==> config.mk <==
export PLATFORM = sky130hd
export DESIGN_NAME = irig_width_encode
export DESIGN_NICKNAME = d
export VERILOG_FILES = /design/src/rtl/irig_pkg.sv /design/src/rtl/irig_frame_map.sv /design/src/rtl/irig_width_encode.sv
export SDC_FILE = /design/constraint.sdc
export NUM_CORES = 1
export LEC_CHECK = 0
export CAP_MARGIN = 30
export CORE_UTILIZATION = 41
export CTS_CLUSTER_SIZE = 40
export DETAILED_ROUTE_END_ITERATION = 10
export PLACE_DENSITY = 0.63
export SLEW_MARGIN = 20
export SYNTH_ARGS = -nofsm -noshare
export SYNTH_HDL_FRONTEND = slang
export SYNTH_SLANG_ARGS = --single-unit
export TNS_END_PERCENT = 1
==> constraint.sdc <==
create_clock -name clk -period 16.68 [get_ports clk]
set_clock_uncertainty 0.2 [all_clocks]
set_input_delay 3.336 -clock clk [delete_from_list [all_inputs] [get_ports clk]]
set_output_delay 3.336 -clock clk [all_outputs]
set_load 0.01 [all_outputs]
==> src/rtl/irig_pkg.sv <==
// Shared IRIG-B definitions: symbol encoding, default timing and frame bit map.
package irig_pkg;

  // Symbol carried by one IRIG bit slot; the high time is what distinguishes them.
  typedef enum logic [1:0] {
    SYM_ZERO = 2'd0,
    SYM_ONE  = 2'd1,
    SYM_MARK = 2'd2
  } irig_sym_e;

  // Transmitter control state.
  typedef enum logic {
    ST_IDLE = 1'b0,
    ST_RUN  = 1'b1
  } enc_state_e;

  // Default timing for a 10 MHz clock at 100 bit/s.
  localparam int DEF_CYCLES_BIT  = 100000;
  localparam int DEF_CYCLES_ZERO = 20000;
  localparam int DEF_CYCLES_ONE  = 50000;
  localparam int DEF_CYCLES_MARK = 80000;

  localparam int CNT_W      = 17;
  localparam int BIT_W      = 7;
  localparam int FRAME_BITS = 100;
  localparam int LAST_BIT   = FRAME_BITS - 1;

  // Markers: Pr at 0, then P1..P9, P0 at 9, 19, ... 99.
  localparam int POS_PR       = 0;
  localparam int MARK_FIRST   = 9;
  localparam int MARK_STRIDE  = 10;

  // First bit of each field; every field is sent LSB first.
  localparam int POS_SEC_UNITS  = 1;
  localparam int POS_SEC_TENS   = 6;
  localparam int POS_MIN_UNITS  = 10;
  localparam int POS_MIN_TENS   = 15;
  localparam int POS_HOUR_UNITS = 20;
  localparam int POS_HOUR_TENS  = 25;
  localparam int POS_DAY_UNITS  = 30;
  localparam int POS_DAY_TENS   = 35;
  localparam int POS_DAY_HUNDS  = 40;
  localparam int POS_YEAR_UNITS = 50;
  localparam int POS_YEAR_TENS  = 55;
  localparam int POS_SBS_LO     = 80;
  localparam int POS_SBS_HI     = 90;

  // Time fields as held by the transmitter and the receiver.
  typedef struct packed {
    logic [6:0]  sec;
    logic [6:0]  min;
    logic [5:0]  hour;
    logic [9:0]  day;
    logic [7:0]  year;
    logic [16:0] sbs;
  } irig_time_t;

  // True for the 11 marker slots of a frame.
  function automatic logic is_marker(input logic [BIT_W-1:0] idx);
    return (idx == BIT_W'(POS_PR)) ||
           ((idx <= BIT_W'(LAST_BIT)) &&
            ((idx % BIT_W'(MARK_STRIDE)) == BIT_W'(MARK_FIRST)));
  endfunction

endpackage

==> src/rtl/irig_frame_map.sv <==
// Combinational map from frame time fields and bit index to the IRIG symbol.
module irig_frame_map
  import irig_pkg::*;
(
  input  irig_time_t       frame_i,
  input  logic [BIT_W-1:0] bit_idx_i,
  output irig_sym_e        sym_o
);

  logic [127:0] one_vec;

  // Scatter every field to its slot, then pick the slot for this bit.
  always_comb begin
    one_vec = '0;
    one_vec[POS_SEC_UNITS  +: 4] = frame_i.sec[3:0];
    one_vec[POS_SEC_TENS   +: 3] = frame_i.sec[6:4];
    one_vec[POS_MIN_UNITS  +: 4] = frame_i.min[3:0];
    one_vec[POS_MIN_TENS   +: 3] = frame_i.min[6:4];
    one_vec[POS_HOUR_UNITS +: 4] = frame_i.hour[3:0];
    one_vec[POS_HOUR_TENS  +: 2] = frame_i.hour[5:4];
    one_vec[POS_DAY_UNITS  +: 4] = frame_i.day[3:0];
    one_vec[POS_DAY_TENS   +: 4] = frame_i.day[7:4];
    one_vec[POS_DAY_HUNDS  +: 2] = frame_i.day[9:8];
    one_vec[POS_YEAR_UNITS +: 4] = frame_i.year[3:0];
    one_vec[POS_YEAR_TENS  +: 4] = frame_i.year[7:4];
    one_vec[POS_SBS_LO     +: 9] = frame_i.sbs[8:0];
    one_vec[POS_SBS_HI     +: 8] = frame_i.sbs[16:9];

    if (is_marker(bit_idx_i)) begin
      sym_o = SYM_MARK;
    end else if (one_vec[bit_idx_i]) begin
      sym_o = SYM_ONE;
    end else begin
      sym_o = SYM_ZERO;
    end
  end

endmodule

==> src/rtl/irig_width_encode.sv <==
// IRIG-B width-encoding transmitter: one 100-bit frame per second with pps on Pr.
module irig_width_encode
  import irig_pkg::*;
#(
  parameter int CYCLES_BIT  = DEF_CYCLES_BIT,
  parameter int CYCLES_ZERO = DEF_CYCLES_ZERO,
  parameter int CYCLES_ONE  = DEF_CYCLES_ONE,
  parameter int CYCLES_MARK = DEF_CYCLES_MARK
) (
  input  logic        clk,
  input  logic        rst,
  input  logic        enable,
  input  logic        time_wr,
  input  logic [6:0]  sec_bcd,
  input  logic [6:0]  min_bcd,
  input  logic [5:0]  hour_bcd,
  input  logic [9:0]  day_bcd,
  input  logic [7:0]  year_bcd,
  input  logic [16:0] sbs,
  output logic        irigb,
  output logic        pps,
  output logic        frame_stale,
  output logic        busy,
  output enc_state_e  dbg_state_o
);

  if (!((CYCLES_ZERO < CYCLES_ONE) && (CYCLES_ONE < CYCLES_MARK) &&
        (CYCLES_MARK < CYCLES_BIT) && (CYCLES_BIT <= (1 << CNT_W)))) begin : g_param_check
    $error("irig_width_encode: need CYCLES_ZERO < CYCLES_ONE < CYCLES_MARK < CYCLES_BIT <= 2**17");
  end

  localparam logic [CNT_W-1:0] CNT_LAST = CNT_W'(CYCLES_BIT - 1);
  localparam logic [BIT_W-1:0] BIT_LAST = BIT_W'(LAST_BIT);
  localparam logic [CNT_W-1:0] W_ZERO   = CNT_W'(CYCLES_ZERO);
  localparam logic [CNT_W-1:0] W_ONE    = CNT_W'(CYCLES_ONE);
  localparam logic [CNT_W-1:0] W_MARK   = CNT_W'(CYCLES_MARK);

  enc_state_e       state_q, state_d;
  logic [CNT_W-1:0] cnt_q, cnt_d;
  logic [BIT_W-1:0] bit_q, bit_d;
  irig_time_t       hold_q, hold_d;
  irig_time_t       frame_q, frame_d;
  logic             pending_q, pending_d;
  logic             stale_q, stale_d;
  logic             busy_q, busy_d;
  logic             pps_q, pps_d;
  logic             irigb_q, irigb_d;
  logic             load;
  irig_sym_e        sym;
  logic [CNT_W-1:0] width;

  // The counters name the slot position that irigb will show after the next edge,
  // so the map looks at the next bit index and the current frame registers.
  // A load always lands on bit 0 (a marker), so the stale frame_q is harmless there.
  irig_frame_map u_map (
    .frame_i   (frame_q),
    .bit_idx_i (bit_d),
    .sym_o     (sym)
  );

  // Next-state: FSM, slot counters, frame load and host write capture.
  always_comb begin
    state_d   = state_q;
    cnt_d     = cnt_q;
    bit_d     = bit_q;
    hold_d    = hold_q;
    frame_d   = frame_q;
    pending_d = pending_q;
    stale_d   = stale_q;
    busy_d    = busy_q;
    pps_d     = 1'b0;
    load      = 1'b0;

    case (state_q)
      ST_IDLE: begin
        cnt_d  = '0;
        bit_d  = '0;
        busy_d = 1'b0;
        if (enable) begin
          load    = 1'b1;
          state_d = ST_RUN;
          busy_d  = 1'b1;
        end
      end
      ST_RUN: begin
        busy_d = 1'b1;
        if (cnt_q == CNT_LAST) begin
          cnt_d = '0;
          if (bit_q == BIT_LAST) begin
            bit_d = '0;
            if (enable) begin
              load = 1'b1;
            end else begin
              state_d = ST_IDLE;
              busy_d  = 1'b0;
            end
          end else begin
            bit_d = bit_q + 1'b1;
          end
        end else begin
          cnt_d = cnt_q + 1'b1;
        end
      end
    endcase

    if (load) begin
      frame_d   = hold_q;
      stale_d   = ~pending_q;
      pending_d = 1'b0;
      pps_d     = 1'b1;
    end

    // A write on a load cycle misses this frame (frame_d took the old hold_q)
    // and stays pending for the next one.
    if (time_wr) begin
      hold_d.sec  = sec_bcd;
      hold_d.min  = min_bcd;
      hold_d.hour = hour_bcd;
      hold_d.day  = day_bcd;
      hold_d.year = year_bcd;
      hold_d.sbs  = sbs;
      pending_d   = 1'b1;
    end
  end

  // Width compare: high while the slot position is below the symbol's high time.
  always_comb begin
    case (sym)
      SYM_MARK: width = W_MARK;
      SYM_ONE:  width = W_ONE;
      default:  width = W_ZERO;
    endcase
    irigb_d = (state_d == ST_RUN) && (cnt_d < width);
  end

  // State and output registers with synchronous reset.
  always_ff @(posedge clk) begin
    if (rst) begin
      state_q   <= ST_IDLE;
      cnt_q     <= '0;
      bit_q     <= '0;
      hold_q    <= '0;
      frame_q   <= '0;
      pending_q <= 1'b0;
      stale_q   <= 1'b0;
      busy_q    <= 1'b0;
      pps_q     <= 1'b0;
      irigb_q   <= 1'b0;
    end else begin
      state_q   <= state_d;
      cnt_q     <= cnt_d;
      bit_q     <= bit_d;
      hold_q    <= hold_d;
      frame_q   <= frame_d;
      pending_q <= pending_d;
      stale_q   <= stale_d;
      busy_q    <= busy_d;
      pps_q     <= pps_d;
      irigb_q   <= irigb_d;
    end
  end

  assign irigb       = irigb_q;
  assign pps         = pps_q;
  assign frame_stale = stale_q;
  assign busy        = busy_q;
  assign dbg_state_o = state_q;

endmodule
== Word-level counts from Yosys, hierarchy flattened ==
Index checks and enable logic that the tools add are counted.
Word-level totals
  register bits after elaboration: 139
  output and inout bits: 5
  word-level logic and storage cells: 57
Cells by class
  add/sub/neg operators: 2
  divide/modulo/power cells: 1
  order comparisons: 3
  equal/unequal tests: 5
  multiplexer cells: 20
  bitwise operators: 2
  reductions and logical operators: 5
Operators by type and width (count)
  17-bit case mux with 2 select lines: 2
  17-bit by 1-bit adder with 17-bit output, second input constant: 1
  17-bit equality test, second input constant: 1
  17-bit < comparator: 1
  17-bit 2-to-1 mux: 1
  7-bit 2-to-1 mux: 2
  7-bit case mux with 2 select lines: 1
  1-bit 2-to-1 mux: 10
  7-bit by 8-bit < comparator with 1-bit output, second input constant: 1
  7-bit by 1-bit adder with 7-bit output, second input constant: 1
  1-bit binary-select mux with 7-bit select: 1
  7-bit by 4-bit equality test with 1-bit output, second input constant: 1
  7-bit equality test, second input constant: 1
  7-bit <= comparator, second input constant: 1
  7-bit zero test: 1
  7-bit by 4-bit remainder unit with 7-bit output, second input constant: 1
  1-bit case mux with 2 select lines: 2
  2-bit by 1-bit equality test with 1-bit output, second input constant: 1
  2-bit equality test, second input constant: 1
  1-bit logical AND: 2
  2-bit 2-to-1 mux: 1
  1-bit NOT: 2
  2-bit nonzero test: 1
  1-bit logical OR: 1

== Longest topological paths before layout ==
  depth in word-level cells: 13
  gate-level depth with buffers: 23
  mapped depth without buffers: 20

== By module ==
A second synthesis with hierarchy kept.
Unflattened totals
  cells, all modules: 731
  area, all modules: 6530.0 µm²
By module, submodules not included
  irig_width_encode: instances 1, cells each 629, area each 5741.8 µm²
  irig_frame_map: instances 1, cells each 102, area each 788.3 µm²

== Worst setup path after synthesis ==
Ideal clock, no wire load.
  path kind: register -> register
  start point: register cnt_q[8]
  end point: register irigb_q (netlist: irigb)
  library setup time: 0.069 ns
  arrival: 4.961 ns
  data required time: 16.411 ns
  setup slack: 11.451 ns
  stages on the path, launching flop included: 21
  path buffers: 1
  period minus slack after synthesis: 5.229 ns
  cells stage by stage: dfxtp_1 -> or4b_4 -> nor4_1 -> mux2i_1 -> clkbuf_1 -> nor2_1 -> a221o_1 -> nand4_1 -> nand4_1 -> o31ai_2 -> nand2_1 -> ha_1 -> a21o_1 -> a21o_1 -> a21o_1 -> a21o_1 -> a21oi_1 -> o21ai_0 -> nor3_1 -> nand3_1 -> o21ai_1
On the way
  longest elaborated chain between the ends: 12
Ends and longest elaborated chain
  start: declaration: RTL line irig_width_encode.sv:39  | logic [CNT_W-1:0] cnt_q, cnt_d;
  start signal: assignment: RTL line irig_width_encode.sv:151  | cnt_q <= cnt_d;
  17-bit equality test: RTL line irig_width_encode.sv:87  | if (cnt_q == CNT_LAST) begin
  7-bit 2-to-1 mux: RTL line irig_width_encode.sv:87
  7-bit case mux with 2 select lines: RTL line irig_width_encode.sv:74  | case (state_q)
  7-bit by 4-bit remainder unit with 7-bit output: RTL line irig_pkg.sv:62  | ((idx % BIT_W'(MARK_STRIDE)) == BIT_W'(MARK_FIRST)));
  7-bit by 4-bit equality test with 1-bit output: RTL line irig_pkg.sv:62
  1-bit logical AND: RTL line irig_pkg.sv:61  | ((idx <= BIT_W'(LAST_BIT)) &&
  1-bit logical OR: RTL line irig_pkg.sv:60  | return (idx == BIT_W'(POS_PR)) ||
  2-bit 2-to-1 mux: RTL line irig_frame_map.sv:29  | if (is_marker(bit_idx_i)) begin
  2-bit by 1-bit equality test with 1-bit output or 2-bit equality test (tied branches): RTL line irig_width_encode.sv:128  | case (sym)
  17-bit case mux with 2 select lines: RTL line irig_width_encode.sv:128
  17-bit < comparator: RTL line irig_width_encode.sv:133  | irigb_d = (state_d == ST_RUN) && (cnt_d < width);
  1-bit logical AND *: RTL line irig_width_encode.sv:133
  end signal: assignment: RTL line irig_width_encode.sv:159  | irigb_q <= irigb_d;
  end: declaration: RTL line irig_width_encode.sv:47  | logic irigb_q, irigb_d;
Every way passes the cells marked *; elsewhere a longest branch is shown, timed or not. The select of a mux whose other input is x is not followed.
A chain may end at the register's enable or synchronous reset.

== Final worst setup path ==
Ends and elaborated chain as after synthesis.

==> flow_summary_export.csv <==
group,metric,value,unit
global_routing,use_met1,24.0,%
yosys,ys.flop_type,"dfxtp_1",
timing,worst_pin_slew,0.922,ns
hold_path,hold_depth,2,
critical_path,critical_path.max_stage_delay,0.67,ns
die,dieArea,15700,sq um
route,drt_first_pass_iters,4,
yosys,ys_async_sr_fraction,0,%
pwr,intPower,615,uW
global_routing,grt_max_degree,83,
critical_path,cp_max_fo,25,
die,io_pins,64,
critical_path,rr_worst_depth,20,
die,start_util,42.4,%
timing,fin_crit_sh,35.4,%
timing,timing.final.ws_setup,10.77,ns
hold_path,whs_endpoint,"frame_q[4]",
placement,hpwl,9840,um
yosys,syn_avg_cell_area,8.46,sq um
timing,rsz0062_at_grt,"false",
critical_path,crit_chain,"or4b_4 > nor4_1 > mux2i_2 > buf_4 > mux2_2 > a221oi_1 > o21ai_0 > and4bb_1 > o31ai_2 > nand2_1 > ha_1 > a21o_1 > a21o_1 > a21o_1 > a21o_1 > a21oi_1 > o21ai_0 > nor3_1 > nand3_1 > o21ai_1",
timing,fmax,169,MHz
clocking,root_buffer,"clkbuf_16",
yosys,yosysWarnings,0,
placement,port-buffer-count,63,
yosys,yosysTopAreaCellShare,44.7,%
timing,max_slew_margin,38.6,%
pwr,powerDensity,104,nW/um^2
critical_path,worst_setup_path_end_kind,"register",
critical_path,crit_buf_inv,1,
yosys,synth_edf_count,0,
route,vias,5112,
die,die_w,125,um
pwr,switching_share,22.2,%
yosys,syn_area,6230,sq um
cells_and_area,num-nets-final,849,
yosys,synth_largest_area_cell,"dfxtp_1",
timing,post-route-min-period,5.91,ns
clocking,cts_max_path_buffers,2,
route,ant_nets,0,
placement,place_congestion,0.836,
global_routing,grt_pass1_vias,5156,
yosys,synth-seq-cells,139,
clocking,cts_htree_levels,4,
global_routing,met3_usage,4.49,%
global_routing,antenna_found_initial,0,
global_routing,track_usage,19.3,%
yosys,netlist_instances,736,
yosys,synth_cell_types,53,
timing,slew_violations,0,
pwr,peakVddDrop,0.0691,mV
timing,final_hold_viol_count,0,
cells_and_area,drive_above_1_share,7.23,%
timing,holdWs,0.246,ns
clocking,holdBufCountCts,0,
yosys,synth.area.top_cells,"dfxtp_1, mux2i_1, nand2_1",
route,drc_errors,0,
yosys,ys_top_cells_by_count,"dfxtp_1, nand2_1, nor2_1",
cells_and_area,antenna_cells,0,
critical_path,arrival,6.06,ns
critical_path,reg2reg_from,"cnt_q[8]",
timing,finalSetupViolCount,0,
route,wl,14100,um
hold_path,hp-class,"reg2reg",
critical_path,critical_path_class,"reg2reg",
pwr,p_seq_share,44.5,%
pwr,pwr-share-comb,6.7,%
global_routing,grt.busiest_layer,"met2",
job,maxCapViolCount,0,
critical_path,cp.required,16.83,ns
timing,finalSetupTns,0,ns
clocking,clk_latency,0.42,ns
yosys,seq_area_frac_synth,44.7,%
die,fp-row-count,44,
die,fp.dieH,125,um
critical_path,timing.rr.end,"irigb",
pwr,netSwitchingPower,175,uW
critical_path,r2r_slack,10.77,ns
clocking,clkTransAtPathRegs,0.06,ns
critical_path,critPathSlowestCell,"nor4_1",
route,vias_per_cell,5.26,
clocking,clkSinkCount,139,
critical_path,cp_top_family,"simple AND/OR/NAND/NOR gates",
hold_path,hold_start,"hold_q[4]",
route,drt_iter0_drc,351,
pwr,power,790,uW
clocking,cts_setup_buffers,0,
cells_and_area,area_growth,21.7,%
critical_path,path_common_cell,"a21o_1",
critical_path,worstSetupStartpointType,"register",
yosys,yosysMostFrequentCell,"dfxtp_1",
global_routing,overflow,0,
placement,post-place-ws,10.65,ns
clocking,cts_tree,"built",
die,coreArea,14700,sq um
clocking,cts_resized,0,
pwr,leakagePower,2.93,nW
clocking,cts_made_buffers,17,
run_status,status,"finished, final reports clean",
global_routing,grtUsageMet2,32.5,%
global_routing,grt_pass1_wl,24700,um
yosys,postSynthNetCount,809,
route,wire_per_inst,14.5,um
pwr,pwr-share-clk,48.7,%
==> stage by stage <==
| stage | utilization [%] | instance area, sq um | instances |
|---|---|---|---|
| after global placement | 47.1 | 6930 | 938 |
| after CTS | 51.4 | 7560 | 970 |
| after global routing | 51.6 | 7580 | 972 |
| after detailed placement | 47.3 | 6950 | 939 |
| final | 51.6 | 7580 | 972 |
| after floorplan | - | 6230 | 736 |
==> placed cells by master (no fill, tap or decap), types with 4 or more instances in the layout <==
cell type,instances
and3_1,4
nand3_1,22
nor3_1,19
nor4_1,4
ha_1,14
a221oi_1,4
mux2_2,10
dfxtp_1,139
a21o_1,8
nor2_1,96
clkbuf_16,17
o21ai_1,5
nand4_1,9
o211ai_1,4
inv_1,10
buf_4,5
clkdlybuf4s50_1,61
o21ai_0,10
mux2i_1,67
a21oi_1,64
nand2_1,137
xnor2_1,12
xor2_1,4
==> worst max-delay path by stage <==
stage                        start  cells past startpoint  endpoint
final                     cnt_q[8]                     20     irigb
after global routing      cnt_q[0]                     21     irigb
after CTS                 cnt_q[0]                     20     irigb
after detailed placement  cnt_q[0]                     20     irigb
after global placement    cnt_q[8]                     19     irigb
after floorplan           cnt_q[8]                     20     irigb
==> area by class of cell <==
class / instances / area, sq um
clock buffer: 22 / 464
timing repair buffer: 70 / 708
clock inverter: 9 / 138
multi-input combinational: 538 / 3220
sequential: 139 / 2780
fill: 1377 / 7120
inverter: 10 / 37.5
tap: 184 / 230
==> power groups by stage <==
stage          Combinational (mW)  Clock [mW]  Sequential [mW]
6_report                   0.0533       0.385            0.352
5_1_grt                    0.0592       0.407            0.353
4_1_cts                    0.0534       0.392            0.352
3_5_place_dp               0.0532           0            0.359
3_3_place_gp               0.0510           0            0.359
2_1_floorplan              0.0318           0            0.356
==> worst register-to-register path, stage by stage, from the launching register on <==
cell and delay (ns):
dfxtp_1 0.32, or4b_4 0.57, nor4_1 0.67, mux2i_2 0.29
buf_4 0.36, mux2_2 0.40, a221oi_1 0.27, o21ai_0 0.12
and4bb_1 0.24, o31ai_2 0.50, nand2_1 0.16, ha_1 0.34
a21o_1 0.19, a21o_1 0.17, a21o_1 0.17, a21o_1 0.16
a21oi_1 0.13, o21ai_0 0.12, nor3_1 0.25, nand3_1 0.11
o21ai_1 0.11
==> layer usage <==
metal	vias to the layer above	wire length, um
met5	-	0
met4	0	277
li1	2619	-
met3	18	416
met2	82	6730
met1	2393	6700
==> cell families (layout without fill, tap and decap cells) <==
group	count (synthesis)	in the layout	synth area share, %
buf+inv	59	111	3.94
simple gates	311	311	21.7
mux	78	78	12.7
flops	139	139	44.7
fa+ha+maj	14	14	2.81
compound gates	119	119	12.0
xor+xnor	16	16	2.25
==> sequential cells by signal, summed over array words and instances, names as in the netlist <==
signal	cells
bit_q	7
frame_q	55
hold_q	55
frame_stale	1
irigb	1
busy	1
cnt_q	17
pps	1
pending_q	1
Note: power is estimated with default switching activity, not from simulation.
